$ cat config.mk
export PLATFORM = sky130hd
export DESIGN_NAME = conv_encoder_framer
export DESIGN_NICKNAME = d
export VERILOG_FILES = /design/src/rtl/conv_encoder_framer.sv
export SDC_FILE = /design/constraint.sdc
export NUM_CORES = 1
export LEC_CHECK = 0
export BUFFER_PORTS_ARGS = -buffer_cell sky130_fd_sc_hd__buf_4
export CELL_PAD_IN_SITES_DETAIL_PLACEMENT = 1
export CELL_PAD_IN_SITES_GLOBAL_PLACEMENT = 1
export CORE_ASPECT_RATIO = 0.8
export CORE_MARGIN = 3
export CORE_UTILIZATION = 41
export CTS_BUF_LIST = sky130_fd_sc_hd__clkbuf_4 sky130_fd_sc_hd__clkbuf_8
export DETAILED_ROUTE_END_ITERATION = 6
export PLACE_DENSITY_LB_ADDON = 0.1
export SYNTH_ARGS = -nofsm -noshare
export SYNTH_HDL_FRONTEND = slang
export SYNTH_SLANG_ARGS = --single-unit
$ cat constraint.sdc
create_clock -name clk -period 3.29 [get_ports clk]
set_input_delay 0.329 -clock clk [delete_from_list [all_inputs] [get_ports clk]]
set_output_delay 0.329 -clock clk [all_outputs]
set_load 0.01 [all_outputs]
$ cat src/rtl/conv_encoder_framer.sv
// Rate-1/2 convolutional encoder with frame control, optional zero-tail
// flush and LFSR-driven bit-flip injection for channel emulation.
module conv_encoder_framer #(
  parameter int unsigned    K       = 3,
  parameter logic [K-1:0]   G0      = 3'b111,
  parameter logic [K-1:0]   G1      = 3'b101,
  parameter bit             TAIL_EN = 1'b0
) (
  input  logic        clk,
  input  logic        rst,
  input  logic        start,
  input  logic [7:0]  frame_len,
  input  logic        noise_en,
  input  logic [15:0] noise_thresh,
  input  logic [15:0] lfsr_seed,
  input  logic        in_valid,
  input  logic        in_bit,
  output logic        in_ready,
  output logic        sym_valid,
  input  logic        sym_ready,
  output logic [1:0]  sym_out,
  output logic [8:0]  sym_idx,
  output logic [1:0]  sym_flip,
  output logic        busy,
  output logic        frame_done,
  output logic [8:0]  err_count
);

  typedef enum logic [2:0] {S_IDLE, S_DATA, S_TAIL, S_DRAIN, S_DONE} state_t;

  localparam logic [8:0]  TAIL_LEN  = 9'(K - 1);
  localparam logic [15:0] LFSR_INIT = 16'hACE1;

  // Galois right-shift step, taps 0xB400
  function automatic logic [15:0] lfsr_step(input logic [15:0] v);
    return (v >> 1) ^ (v[0] ? 16'hB400 : 16'h0000);
  endfunction

  state_t      state_q;
  logic [K-2:0] st_q;
  logic [15:0] lfsr_q;
  logic [7:0]  len_q;
  logic        noise_en_q;
  logic [15:0] thresh_q;
  logic [8:0]  cnt_q;
  logic        sym_valid_q;
  logic [1:0]  sym_out_q;
  logic [1:0]  sym_flip_q;
  logic [8:0]  sym_idx_q;
  logic        busy_q;
  logic        frame_done_q;
  logic [8:0]  err_q;

  logic        slot_free;
  logic        data_left;
  logic        in_ready_d;
  logic        consume;
  logic        bit_d;
  logic [K-1:0] reg_d;
  logic [1:0]  sym_d;
  logic [K-2:0] st_d;
  logic [15:0] lfsr_1;
  logic [15:0] lfsr_2;
  logic [1:0]  flip_d;
  logic [1:0]  pop_d;
  logic [9:0]  err_sum;
  logic [8:0]  err_d;
  logic [8:0]  cnt_inc;
  logic [8:0]  data_end;
  logic [8:0]  tail_end;

  // The output slot can take a new symbol when empty or being drained now.
  // in_ready is also gated by the remaining-bit count so a zero-length
  // frame never accepts a bit during its single DATA cycle.
  assign slot_free  = !sym_valid_q || sym_ready;
  assign data_end   = {1'b0, len_q};
  assign tail_end   = data_end + TAIL_LEN;
  assign data_left  = (cnt_q != data_end);
  assign in_ready_d = (state_q == S_DATA) && data_left && slot_free;
  assign consume    = (in_ready_d && in_valid) || ((state_q == S_TAIL) && slot_free);
  assign cnt_inc    = cnt_q + 9'd1;

  // Encoder datapath: r = {st, b}, newest bit in the LSB
  assign bit_d = (state_q == S_DATA) ? in_bit : 1'b0;
  assign reg_d = {st_q, bit_d};
  assign sym_d = {^(reg_d & G0), ^(reg_d & G1)};
  assign st_d  = reg_d[K-2:0];

  // Two LFSR steps per symbol: first governs bit 0, second bit 1
  assign lfsr_1  = lfsr_step(lfsr_q);
  assign lfsr_2  = lfsr_step(lfsr_1);
  assign flip_d  = noise_en_q ? {(lfsr_2 < thresh_q), (lfsr_1 < thresh_q)} : 2'b00;
  assign pop_d   = {1'b0, flip_d[1]} + {1'b0, flip_d[0]};
  assign err_sum = {1'b0, err_q} + {8'd0, pop_d};
  assign err_d   = err_sum[9] ? 9'h1FF : err_sum[8:0];

  // Frame FSM together with the one-deep output register and noise state
  always_ff @(posedge clk or posedge rst) begin
    if (rst) begin
      state_q      <= S_IDLE;
      st_q         <= '0;
      lfsr_q       <= LFSR_INIT;
      len_q        <= '0;
      noise_en_q   <= 1'b0;
      thresh_q     <= '0;
      cnt_q        <= '0;
      sym_valid_q  <= 1'b0;
      sym_out_q    <= '0;
      sym_flip_q   <= '0;
      sym_idx_q    <= '0;
      busy_q       <= 1'b0;
      frame_done_q <= 1'b0;
      err_q        <= '0;
    end else begin
      frame_done_q <= 1'b0;
      if (consume) begin
        sym_valid_q <= 1'b1;
        sym_out_q   <= sym_d ^ flip_d;
        sym_flip_q  <= flip_d;
        sym_idx_q   <= cnt_q;
        cnt_q       <= cnt_inc;
        st_q        <= st_d;
        err_q       <= err_d;
        if (noise_en_q) lfsr_q <= lfsr_2;
      end else if (sym_ready) begin
        sym_valid_q <= 1'b0;
      end

      case (state_q)
        S_IDLE: begin
          if (start) begin
            state_q    <= S_DATA;
            busy_q     <= 1'b1;
            st_q       <= '0;
            err_q      <= '0;
            cnt_q      <= '0;
            len_q      <= frame_len;
            noise_en_q <= noise_en;
            thresh_q   <= noise_thresh;
            lfsr_q     <= (lfsr_seed == 16'h0000) ? LFSR_INIT : lfsr_seed;
          end
        end
        S_DATA: begin
          if (!data_left || (consume && (cnt_inc == data_end)))
            state_q <= TAIL_EN ? S_TAIL : S_DRAIN;
        end
        S_TAIL: begin
          if (consume && (cnt_inc == tail_end)) state_q <= S_DRAIN;
        end
        S_DRAIN: begin
          if (slot_free) begin
            state_q      <= S_DONE;
            frame_done_q <= 1'b1;
          end
        end
        S_DONE: begin
          state_q <= S_IDLE;
          busy_q  <= 1'b0;
        end
        default: state_q <= S_IDLE;
      endcase
    end
  end

  assign in_ready   = in_ready_d;
  assign sym_valid  = sym_valid_q;
  assign sym_out    = sym_out_q;
  assign sym_idx    = sym_idx_q;
  assign sym_flip   = sym_flip_q;
  assign busy       = busy_q;
  assign frame_done = frame_done_q;
  assign err_count  = err_q;

endmodule

==> metrics.log <==
[metrics] number of buffers created by CTS: 9
[metrics] Clock Tree Buf Depth: 2
[metrics] Sequential Power Share: 33.3%
[metrics] via count of the first global-routing pass: 4158
[metrics] Vias/cell: 5.521
[metrics] number of enable flip-flop cells after synthesis: 0
[metrics] post-route DRC violation count: 0
[metrics] post-synthesis cell type with the largest combined area: sky130_fd_sc_hd__dfrtp_1
[metrics] number of placed I/O pins: 73
[metrics] total overflow reported by the global router: 0
[metrics] Highest Clock Rate: 0.3183 GHz
[metrics] final setup violating endpoints: 0
[metrics] initial antenna violation count: 0
[metrics] Worst setup EP type: register
[metrics] global routing usage summed across all routing layers: 21.77%
[metrics] worst clock skew on the final layout: 0.01286 ns
[metrics] count of input and output buffers: 72
[metrics] path class of the lowest-slack min-delay path: in2async
[metrics] clock share of power: 13.9%
[metrics] fraction of final layout cells sized beyond drive strength 1: 24.04%
[metrics] clock tree from TritonCTS: yes
[metrics] fraction of registers with async set/reset: 100.0%
[metrics] worst-case headroom to the max-slew limit: 34.92%
[metrics] Worst-Margin Slew: 0.9762 ns
[metrics] net load switching power: 2.475 mW
[metrics] Layout Cell Area excl Fill: 5851 sq um
[metrics] worst setup path category: reg2reg
[metrics] post-route clock period utilization: 95.50%
[metrics] Iteration-0 DRC Markers: 236
[metrics] most frequent cell after synthesis: sky130_fd_sc_hd__nand2_1
[metrics] number of maximum-capacitance constraint violations: 0
[metrics] initial core utilization: 43.23%
[metrics] number of nets in the layout: 675
[metrics] total leakage power: 2.768 nW
[metrics] wire length of the first global-routing pass: 22.49 mm
[metrics] count of placed standard cells in the final layout, fillers left out: 743
[metrics] post-DP HPWL: 10.36 mm
[metrics] data required time of the worst path: 3.56 ns
[metrics] RD Place Congestion: 0.8287
[metrics] most numerous cell types in the synthesized netlist: sky130_fd_sc_hd__nand2_1, sky130_fd_sc_hd__dfrtp_1, sky130_fd_sc_hd__ha_1
[metrics] Most used DFF post-synth: sky130_fd_sc_hd__dfrtp_1
[metrics] H-tree levels: 3
[metrics] drt total wl: 13.92 mm
[metrics] Pwr Total: 5.539 mW
[metrics] average wire length per cell after detail routing: 18.74 um
[metrics] outcome: complete, no violations
[metrics] min cycle time layout: 3.142 ns
[metrics] layout-stage area growth over the synthesis result: 20.52%
[metrics] Die Y: 103.3 um
[metrics] Post-CTS Hold Fix Bufs: 0
[metrics] data arrival at the endpoint of the critical path: 3.41 ns
[metrics] power density of the placed cells: 946.8 nW/um^2
[metrics] clock latency reported for the late side of the worst-skew pair: 0.37 ns
[metrics] max-slew violation count: 0
[metrics] post-synthesis instance total: 525
[metrics] highest net fanout along the worst path: 6
[metrics] drt first pass iters: 4
[metrics] smallest hold slack: 0.1480 ns
[metrics] Die W: 127.7 um
[metrics] total of warnings raised by yosys: 0
[metrics] final core utilization: 52.09%
[metrics] placed cell area: 5522 sq um
[metrics] Cell variety after synth: 60
[metrics] Root Driver: sky130_fd_sc_hd__clkbuf_8
[metrics] clk sink count: 80
[metrics] mean post-synth cell area: 9.247 sq um
[metrics] switching share of total power: 44.69%
[metrics] number of cells in the design after placement: 723
[metrics] pin count of the biggest net entering global routing: 68
[metrics] Seq/Total Area, Yosys: 41.44%
[metrics] floorplan row count: 34
[metrics] clock slew seen by the registers of the worst setup and hold paths: 0.09 ns
[metrics] Comb power frac: 52.8%
[metrics] fraction of post-synthesis cell area in the top cell type by area: 37.11%
[metrics] FF+latch count, synth: 80
[metrics] internal power component: 3.064 mW
[metrics] post-synth design cell area: 4855 sq um
[metrics] peak supply drop: 366.5 uV
[metrics] Mapped Nets: 606
[metrics] final-report hold violation count: 0
[metrics] Antenna Diode Count: 0
[metrics] Routed Antenna Nets: 0
[metrics] total number of vias: 4102
[metrics] die footprint: 13190 sq um
[metrics] type of origin of the critical path: register
[metrics] largest cells by area after synthesis: sky130_fd_sc_hd__dfrtp_1, sky130_fd_sc_hd__ha_1, sky130_fd_sc_hd__nand2_1
[metrics] area of the core: 11230 sq um
## critical path: stages, from the launching register on
cell	delay, ns
sky130_fd_sc_hd__dfstp_2	0.58
sky130_fd_sc_hd__buf_6	0.16
sky130_fd_sc_hd__xor2_4	0.20
sky130_fd_sc_hd__ha_1	0.28
sky130_fd_sc_hd__o21ai_0	0.18
sky130_fd_sc_hd__o211ai_1	0.12
sky130_fd_sc_hd__a21oi_2	0.16
sky130_fd_sc_hd__o31a_1	0.24
sky130_fd_sc_hd__fa_2	0.28
sky130_fd_sc_hd__ha_2	0.19
sky130_fd_sc_hd__o2111a_2	0.29
sky130_fd_sc_hd__a31oi_4	0.10
sky130_fd_sc_hd__a311oi_2	0.25
## repair_timing
item / in CTS / in global routing
buffers inserted: 0 / 4
endpoints found under the setup margin: 3 / 8
pin swaps: 0 / 6
resized for setup: 4 / 14
## power groups by stage
stage	Clock, mW	Sequential [mW]	Combinational (mW)
2_1_floorplan	0	1.66	2.01
6_report	0.773	1.84	2.92
5_1_grt	0.830	1.90	3.26
4_1_cts	0.796	1.83	2.77
3_5_place_dp	0	1.83	2.72
3_3_place_gp	0	1.82	2.59
## final timing paths
kind	from	endpoint	slack, ns	cells after the start
worst min register to register	sym_flip[1]$_DFFE_PP0N_	sym_flip[1]$_DFFE_PP0N_	0.50	2
min in group clk	frame_len[1]	len_q[1]$_DFFE_PP0P_	0.15	3
worst max-delay path	lfsr_q[0]$_DFF_PP1_	err_count[6]$_DFF_PP0_	0.15	12
worst min-delay path	rst	thresh_q[13]$_DFFE_PP0P_	0.15	2
worst max register to register	lfsr_q[0]$_DFF_PP1_	err_count[6]$_DFF_PP0_	0.15	12
max in group asynchronous	rst	err_count[6]$_DFF_PP0_	2.38	3
## cells by family (layout without fill, tap and decap cells)
family	after synthesis	count (layout)	synth area share [%]
compound gates	97	97	12.35
xor+xnor	43	43	7.912
fa+ha+maj	34	34	8.918
buf+inv	55	129	5.077
flops	80	80	41.44
mux	23	23	4.974
simple gates	193	193	19.33
## through the flow
| stage | setup slack, ns | TNS (ns) |
|---|---|---|
| after floorplan | 0.2177 | 0 |
| after global placement | 0.1709 | 0 |
| after detailed placement | -0.04664 | -0.05174 |
| after CTS | 0.01996 | 0 |
| after global routing | -0.04204 | -0.1025 |
| final | 0.1480 | 0 |
## placed cells by master, fill, tap and decap left out, types with 9 or more instances in the layout
| cell type | n |
|---|---|
| sky130_fd_sc_hd__nand2_1 | 90 |
| sky130_fd_sc_hd__buf_4 | 87 |
| sky130_fd_sc_hd__dfrtp_1 | 72 |
| sky130_fd_sc_hd__ha_1 | 32 |
| sky130_fd_sc_hd__a21oi_1 | 26 |
| sky130_fd_sc_hd__inv_1 | 24 |
| sky130_fd_sc_hd__nor2_1 | 24 |
| sky130_fd_sc_hd__o21ai_0 | 22 |
| sky130_fd_sc_hd__xor2_1 | 19 |
| sky130_fd_sc_hd__xnor2_1 | 19 |
| sky130_fd_sc_hd__nand3_1 | 18 |
| sky130_fd_sc_hd__mux2i_1 | 14 |
| sky130_fd_sc_hd__clkbuf_8 | 10 |
| sky130_fd_sc_hd__nor4_1 | 9 |
| sky130_fd_sc_hd__and3_1 | 9 |
## registers in the layout, summed over array words and instances, names as in the netlist
name        cells
sym_out         2
thresh_q       16
sym_idx         9
cnt_q           9
busy            1
lfsr_q         16
frame_done      1
noise_en_q      1
state_q         3
sym_flip        2
st_q            2
sym_valid       1
len_q           8
err_count       9
## final cells by class
| type | instances | area (sq um) |
|---|---|---|
| fill | 1304 | 5380 |
| multi-input combinational | 390 | 2693 |
| sequential | 80 | 2012 |
| timing repair buffer | 88 | 664.4 |
| tap | 144 | 180.2 |
| clock buffer | 10 | 137.6 |
| inverter | 25 | 95.09 |
| clock inverter | 6 | 68.82 |
## routing by layer
metal | up-vias | global-route usage [%] | part of all wire, %
li1 | 1952 | - | -
met1 | 2046 | 33.00 | 50
met2 | 93 | 32.35 | 43
met3 | 11 | 4.004 | 5.3
met4 | 0 | 5.220 | 1.0
met5 | - | 0 | 0
(Power assumes the default switching activity.)
